## src/rtl/fifo_ctrl_circ.sv

```systemverilog
// ---------------------------------------------------------------------------
// fifo_ctrl_circ
//
// Circular-buffer FIFO with its own storage, read/write pointers, a separate
// occupancy counter, programmable almost-full / almost-empty thresholds, a
// registered read port with a one-cycle valid strobe, and sticky
// overflow / underflow error flags.
//
// Parameters
//   WIDTH     data word width in bits
//   DEPTH     number of entries (power of two, >= 2)
//   AFULL_TH  afull_o when count_o >= AFULL_TH   (1..DEPTH)
//   AEMPTY_TH aempty_o when count_o <= AEMPTY_TH (0..DEPTH-1)
//
// Ports
//   clk_i      clock, rising edge
//   rst_i      asynchronous active-high reset
//   push_i     write request, data_i sampled on the same edge
//   pop_i      read request
//   data_i     write data
//   clr_err_i  synchronous clear of ovf_o / udf_o (a same-edge set wins)
//   data_o     registered read data, holds when no pop is accepted
//   valid_o    data_o carries a freshly popped word this cycle
//   count_o    occupancy, 0..DEPTH
//   full_o     count_o == DEPTH
//   empty_o    count_o == 0
//   pnding_o   at least one word is stored
//   afull_o    almost-full
//   aempty_o   almost-empty
//   ovf_o      sticky: a push was rejected
//   udf_o      sticky: a pop was rejected
// ---------------------------------------------------------------------------
module fifo_ctrl_circ #(
  parameter int WIDTH     = 32,
  parameter int DEPTH     = 16,
  parameter int AFULL_TH  = DEPTH - 2,
  parameter int AEMPTY_TH = 2
) (
  input  logic                     clk_i,
  input  logic                     rst_i,
  input  logic                     push_i,
  input  logic                     pop_i,
  input  logic [WIDTH-1:0]         data_i,
  input  logic                     clr_err_i,
  output logic [WIDTH-1:0]         data_o,
  output logic                     valid_o,
  output logic [$clog2(DEPTH):0]   count_o,
  output logic                     full_o,
  output logic                     empty_o,
  output logic                     pnding_o,
  output logic                     afull_o,
  output logic                     aempty_o,
  output logic                     ovf_o,
  output logic                     udf_o
);

  localparam int AW = $clog2(DEPTH);
  localparam int CW = AW + 1;

  localparam logic [CW-1:0] DEPTH_C  = CW'(DEPTH);
  localparam logic [CW-1:0] AFULL_C  = CW'(AFULL_TH);
  localparam logic [CW-1:0] AEMPTY_C = CW'(AEMPTY_TH);

  logic [WIDTH-1:0] r_mem [DEPTH];
  logic [AW-1:0]    r_wr_ptr;
  logic [AW-1:0]    r_rd_ptr;
  logic [CW-1:0]    r_count;
  logic [WIDTH-1:0] r_data;
  logic             r_valid;
  logic             r_ovf;
  logic             r_udf;

  logic             w_pop_acc;
  logic             w_push_acc;
  logic [CW-1:0]    w_count_nxt;

  // Acceptance: a pop frees a slot in the same cycle, so a full FIFO still
  // accepts a push when a pop is accepted alongside it.
  always_comb begin
    w_pop_acc  = pop_i && (r_count != {CW{1'b0}});
    w_push_acc = push_i && ((r_count != DEPTH_C) || w_pop_acc);
  end

  // Next occupancy from the accepted push/pop combination.
  always_comb begin
    w_count_nxt = r_count;
    case ({w_push_acc, w_pop_acc})
      2'b10:   w_count_nxt = r_count + CW'(1);
      2'b01:   w_count_nxt = r_count - CW'(1);
      default: w_count_nxt = r_count;
    endcase
  end

  // Storage array write; the array is intentionally not reset.
  always_ff @(posedge clk_i) begin
    if (w_push_acc) begin
      r_mem[r_wr_ptr] <= data_i;
    end
  end

  // Pointers and occupancy; pointers wrap by natural overflow.
  always_ff @(posedge clk_i or posedge rst_i) begin
    if (rst_i) begin
      r_wr_ptr <= {AW{1'b0}};
      r_rd_ptr <= {AW{1'b0}};
      r_count  <= {CW{1'b0}};
    end else begin
      if (w_push_acc) begin
        r_wr_ptr <= r_wr_ptr + AW'(1);
      end
      if (w_pop_acc) begin
        r_rd_ptr <= r_rd_ptr + AW'(1);
      end
      r_count <= w_count_nxt;
    end
  end

  // Registered read port: data holds between pops, valid is a single-cycle strobe.
  always_ff @(posedge clk_i or posedge rst_i) begin
    if (rst_i) begin
      r_data  <= {WIDTH{1'b0}};
      r_valid <= 1'b0;
    end else begin
      if (w_pop_acc) begin
        r_data <= r_mem[r_rd_ptr];
      end
      r_valid <= w_pop_acc;
    end
  end

  // Sticky error flags; a rejection on the same edge as a clear keeps the flag set.
  always_ff @(posedge clk_i or posedge rst_i) begin
    if (rst_i) begin
      r_ovf <= 1'b0;
      r_udf <= 1'b0;
    end else begin
      if (push_i && !w_push_acc) begin
        r_ovf <= 1'b1;
      end else if (clr_err_i) begin
        r_ovf <= 1'b0;
      end
      if (pop_i && !w_pop_acc) begin
        r_udf <= 1'b1;
      end else if (clr_err_i) begin
        r_udf <= 1'b0;
      end
    end
  end

  // Status decode straight from the count register, so flags never glitch.
  always_comb begin
    count_o  = r_count;
    full_o   = (r_count == DEPTH_C);
    empty_o  = (r_count == {CW{1'b0}});
    pnding_o = (r_count != {CW{1'b0}});
    afull_o  = (r_count >= AFULL_C);
    aempty_o = (r_count <= AEMPTY_C);
    data_o   = r_data;
    valid_o  = r_valid;
    ovf_o    = r_ovf;
    udf_o    = r_udf;
  end

endmodule

```

## config.mk

```make
export PLATFORM = sky130hd
export DESIGN_NAME = fifo_ctrl_circ
export DESIGN_NICKNAME = d
export VERILOG_FILES = /design/src/rtl/fifo_ctrl_circ.sv
export SDC_FILE = /design/constraint.sdc
export NUM_CORES = 1
export LEC_CHECK = 0
export CORE_MARGIN = 4
export CORE_UTILIZATION = 35
export DETAILED_ROUTE_END_ITERATION = 10
export MAX_ROUTING_LAYER = met4
export PLACE_DENSITY = 0.61
export SKIP_CTS_REPAIR_TIMING = 1
export SLEW_MARGIN = 25
export SYNTH_ARGS = -nofsm -noshare
export SYNTH_HDL_FRONTEND = slang
export SYNTH_SLANG_ARGS = --single-unit
```

## constraint.sdc

```tcl
create_clock -name clk_i -period 8.3 [get_ports clk_i]
set_input_delay 1.66 -clock clk_i [delete_from_list [all_inputs] [get_ports clk_i]]
set_output_delay 1.66 -clock clk_i [all_outputs]
set_load 0.02 [all_outputs]
```

After elaboration in Yosys (flattened, before gate mapping)
Memory sizes are Yosys's and may differ from the RTL's. A register that Yosys moved wholly into a read port is not among the register bits.
Index checks and enable logic that the tools add are counted.
{"block": "totals", "reg_bits": 16, "latch_bits": 0, "ramBits": 512, "rom_bits": 0, "mem_count": 1}
{"block": "classes", "n_addsub": 4, "n_mul": 0, "div": 0, "n_lt_le_gt_ge": 2, "n_eq_ne": 4, "shifts": 0, "mux": 6, "bitwise_logic": 0, "n_reduce_logical": 12}
{"memory": "r_mem", "words": 16, "width": 32, "read_ports": 1, "rd_ports_with_merged_regs": 1, "wr": 1, "line_no": "64", "rtl": "logic [WIDTH-1:0] r_mem [DEPTH];"}
{"operator": "$pmux 5 s2", "n": 1}
{"operator": "$add 4x1->4 const B", "n": 2}
{"operator": "$reduce_bool 2->1", "n": 3}
{"operator": "$add 5x1->5 const B", "n": 1}
{"operator": "$eq 5x5->1 const B", "n": 1}
{"operator": "$ge 5x4->1 const B", "n": 1}
{"operator": "$le 5x2->1 const B", "n": 1}
{"operator": "$logic_not 5->1", "n": 1}
{"operator": "$mux 1", "n": 5}
{"operator": "$ne 5x5->1 const B", "n": 1}
{"operator": "$reduce_bool 5->1", "n": 1}
{"operator": "$sub 5x1->5 const B", "n": 1}
{"operator": "$logic_and 1x1->1", "n": 4}
{"operator": "$eq 2x1->1 const B", "n": 1}
{"operator": "$eq 2x2->1 const B", "n": 1}
{"operator": "$logic_not 1->1", "n": 2}
{"operator": "$logic_or 1x1->1", "n": 1}

Longest topological paths before layout
{"block": "logic_depth", "depth_word": 7, "ltp_mapped": 11}

Worst setup path before layout
No wires, ideal clock.
{"block": "synth_path", "path_type": "input to register", "startpoint": "in pop_i", "endpoint": "mem r_mem[3][0] (enable)", "setup_time_ns": 0.461, "arrival_ns": 4.382, "required_time_ns": 7.839, "path_slack_ns": 3.457, "cell_stages": 4, "path_cell_list": "o21a_1 clkbuf_1 nand2_1 nor3_1"}
{"block": "synth_between", "elab_chain_len": 5}
{"item": "start, declared", "line_no": "42", "rtl": "input logic pop_i,"}
{"item": "$logic_and 1x1->1", "line_no": "80", "rtl": "w_pop_acc = pop_i && (r_count != {CW{1'b0}});"}
{"item": "$logic_or 1x1->1", "line_no": "81", "rtl": "w_push_acc = push_i && ((r_count != DEPTH_C) || w_pop_acc);"}
{"item": "$logic_and 1x1->1", "line_no": "81"}
{"item": "$mux 1", "line_no": "96", "rtl": "if (w_push_acc) begin"}
{"item": "$mux 1 (not written as such)", "line_no": "97", "rtl": "r_mem[r_wr_ptr] <= data_i;"}
{"item": "end, declared", "line_no": "64"}
Every way passes these cells.

Worst setup path after layout
{"block": "layout_path", "startpoint": "reg r_count[0] (netlist: count_o[0])", "endpoint": "out empty_o"}
{"block": "layout_between", "elab_chain_len": 1}
{"item": "start, declared", "line_no": "67", "rtl": "logic [CW-1:0] r_count;"}
{"item": "start signal, assigned", "line_no": "106", "rtl": "r_count <= {CW{1'b0}};"}
{"item": "start signal, assigned", "line_no": "114", "rtl": "r_count <= w_count_nxt;"}
{"item": "$logic_not 5->1", "line_no": "154", "rtl": "empty_o = (r_count == {CW{1'b0}});"}
{"item": "end, declared", "line_no": "49", "rtl": "output logic empty_o,"}
Every way passes these cells.

==> summary.md <==
| Metric | Value |
|---|---|
| Outcome | `completed` |
| Drt pass-1 iters | `5` |
| DRC | `0` |
| Post-layout power | `~8500 µW` |
| Vias per inst | `around 5.2` |
| Crit-path leading delay family | `buffers and inverters` |
| Layout cells sized above 1 | `25.9%` |
| Worst setup path end | `empty_o` |
| Synthesized cell area | `about 21,000 µm²` |
| Synth Register Bits | `560` |
| Total number of vias | `between 9,000 and 10,000` |
| Port-buffer cells | `81` |
| Tmin final | `4.04 ns` |
| Mean Syn Cell Area | `22.3 µm²` |
| Final wirelength | `between 40 and 50 mm` |
| Synthesized net count | `about 1,000` |
| Crit Path Max Fanout | `6` |
| PwrDens | `340 nW/µm²` |
| DP HPWL | `approximately 24 mm` |
| Leakage | `~0.0080 µW` |
| Die Ht | `around 260 µm` |
| Hold Fails Final Rpt | `0` |
| Initial DRC count | `between 900 and 1,000` |
| WL per Instance | `approximately 23 µm` |
| Setup TNS Final | `0 ns` |
| Rel. slew slack | `roughly two fifths` |
| Worst clock skew | `~0.018 ns` |
| Synth Instances | `~960` |
| Tightest Pin Transition | `just over 0.9 ns` |
| Achievable frequency | `247 MHz` |
| Number of global-route vias before repair | `10,400` |
| TritonCTS clock tree | `yes` |
| Slowest stage delay, CP | `between 0.6 and 0.7 ns` |
| First-pass GRT wire length | `67.0 mm` |
| Critical Path Start | `count_o[0]` |
| Ys Warns | `0` |
| RR Endpoint | `data_o[13]` |
| Area growth, synth to finish | `17.3%` |
| CP Buf/Inv Count | `2` |
| HP Class | `register to register` |
| Util after Layout | `around two fifths` |
| Final setup violation count | `0` |
| Final GP Congestion | `~0.72` |
| Antenna Nets Post-Route | `0` |
| CTS Root Cell | `clkbuf_16` |
| Clk slew on worst S/H paths | `around 0.060 ns` |
| I/O Pins | `82` |
| Total track usage | `14.2%` |
| WP depth | `4` |
| CP endpoint kind | `output pin` |
| TritonCTS Buffers | `54` |
| Die area | `~65,000 µm²` |
| H-tree depth | `2` |
| Hold_sp | `ovf_o` |
| Standard-cell rows | `90` |
| Critical Path RT | `6.64 ns` |
| Max Cap Viol | `0` |
| Sink Count | `560` |
| Global route total overflow | `0` |
| Data arrival, critical path | `around 2.4 ns` |
| Reg2reg start | `r_rd_ptr[2]` |
| CTS max path bufs | `3` |
| Startpoint types | `register` |
| Final net count | `approximately 1,100` |
| Number of diodes | `0` |
| Initial antenna violation count | `0` |
| VDD IR max | `0.284 mV` |
| Initial core utilization | `a little over a third` |
| R2r setup slk | `between 4 and 5 ns` |
| Crit-path cells | `nor4_4, nand2_2, inv_1, clkdlybuf4s50_1` |
| CORE AREA | `between 60,000 and 70,000 µm²` |
| Sequential element share of the synthesized area | `77.6%` |
| Worst-Skew Late Latency | `about 0.60 ns` |
| Filler instances | `between 5,000 and 6,000` |
| Critical path class | `register to output pin` |
| Distinct cells, synth | `39` |
| Crit share post-route | `roughly 49%` |
| Worst Reg2Reg Path Length in Cells | `6` |
| Crit-path slowest cell | `clkdlybuf4s50_1` |
| Die Width | `around 260 µm` |
| Largest net degree at the start of global routing | `between 70 and 80` |
| Max-slew violations | `0` |
| RSZ-0062 raised after global routing | `false` |
-- area by class of cell --
cell class / instances / area [µm²] / share of cell area, %
clock buffers: 75 / 1540 / 6.16
inverters: 12 / 45.0 / 0.180
repair buffers: 104 / 1010 / 4.04
multi-input cells: 337 / 4580 / 18.3
clock inverters: 26 / 315 / 1.26
flip-flops and latches: 560 / 16600 / 66.2
well taps: 782 / 978 / 3.91
-- cell usage after synthesis --
| library cell | count | area share [%] |
|---|---|---|
| inv_2 | 1 | 0.018 |
| a22o_1 | 1 | 0.041 |
| nand4_1 | 2 | 0.059 |
| buf_1 | 5 | 0.088 |
| inv_1 | 11 | 0.19 |
| clkbuf_1 | 12 | 0.21 |
| o21ai_0 | 2 | 0.047 |
| nor2b_1 | 1 | 0.029 |
| o22ai_1 | 33 | 0.97 |
| o21a_1 | 2 | 0.070 |
| a21o_1 | 1 | 0.035 |
| mux2_2 | 21 | 1.1 |
| ha_1 | 8 | 0.47 |
| or2_2 | 2 | 0.059 |
| xnor2_1 | 8 | 0.33 |
| a21oi_4 | 1 | 0.076 |
| o22ai_2 | 5 | 0.29 |
| nor4_4 | 1 | 0.10 |
| mux4_2 | 128 | 13 |
| fa_1 | 1 | 0.094 |
| buf_4 | 7 | 0.25 |
| a32o_1 | 1 | 0.047 |
| nand2_1 | 27 | 0.47 |
| mux2i_1 | 27 | 1.3 |
| nand2_2 | 1 | 0.029 |
| a21oi_1 | 20 | 0.47 |
| o31a_1 | 1 | 0.041 |
| edfxtp_1 | 512 | 72 |
| dfrtp_1 | 48 | 5.6 |
| nand2_4 | 2 | 0.11 |
| nor2_1 | 13 | 0.23 |
| buf_2 | 21 | 0.49 |
| nand3_1 | 2 | 0.047 |
| o221ai_1 | 13 | 0.53 |
| buf_6 | 5 | 0.26 |
| nand2b_1 | 5 | 0.15 |
| a2111oi_0 | 1 | 0.041 |
| nor3_1 | 4 | 0.094 |
| o211ai_1 | 3 | 0.11 |
-- cells by family (layout without fill, tap and decap cells) --
logic type	Yosys count	count (layout)	share of synthesized area [%]
flops	560	560	77.6
simple gates	60	60	1.37
fa+ha+maj	9	9	0.562
buf+inv	62	217	1.51
compound gates	84	84	2.76
xor+xnor	8	8	0.328
mux	176	176	15.9
-- worst min-delay path by stage --
| stage | end | cells after the start |
|---|---|---|
| finish | ovf_o | 1 |
| global route | ovf_o | 1 |
| CTS | ovf_o | 1 |
| detailed placement | ovf_o | 1 |
| global placement | data_o[12] | 2 |
| floorplan | r_rd_ptr[0] | 2 |
-- where the power goes --
group / total [µW] / switching, µW / internal [µW]
Combinational: 2230 / 1130 / 1100
Clock: 2540 / 1020 / 1520
Sequential: 3740 / 288 / 3450
Total: 8510 / 2440 / 6070
-- metrics by stage --
stage	cell area (µm²)	hold slack [ns]	setup slack [ns]	cells
2_1_floorplan	21400	0.573	3.46	959
6_report	25100	0.489	4.26	1896
5_1_grt	25100	0.513	4.10	1896
3_3_place_gp	23200	0.479	3.93	1794
3_5_place_dp	23200	0.480	3.87	1795
4_1_cts	25100	0.494	4.20	1896
-- flip-flops by register name (all words and copies together) (netlist names) --
register  count
r_wr_ptr      4
valid_o       1
r_mem       512
ovf_o         1
count_o       5
udf_o         1
r_rd_ptr      4
data_o       32
-- cell usage in the layout (no fill, tap or decap), types with 3 or more instances in the layout --
cell type,netlist,layout
mux2_2,21,21
inv_1,11,10
mux4_2,128,128
nand2_1,27,27
clkbuf_16,0,57
buf_4,7,20
dfrtp_1,48,45
clkdlybuf4s50_1,0,81
clkbuf_1,12,13
o22ai_1,33,33
bufinv_16,0,7
clkinv_1,0,5
nor3_2,0,4
clkinv_2,0,8
nor2_4,0,12
clkinvlp_4,0,5
nand2b_1,5,4
a21oi_1,20,20
mux2i_1,27,27
clkbuf_8,0,5
o221ai_1,13,13
xnor2_1,8,8
o22ai_2,5,5
ha_1,8,8
edfxtp_1,512,512
o211ai_1,3,3
-- layer usage --
layer	global-route usage (%)	share of wire, %	vias to the layer above
met5	-	0	-
met4	2.96	1.5	0
met3	2.88	5.7	50
met2	22.3	49	271
met1	19.5	44	5292
li1	-	-	4240
Note: power is estimated with default switching activity, not from simulation.
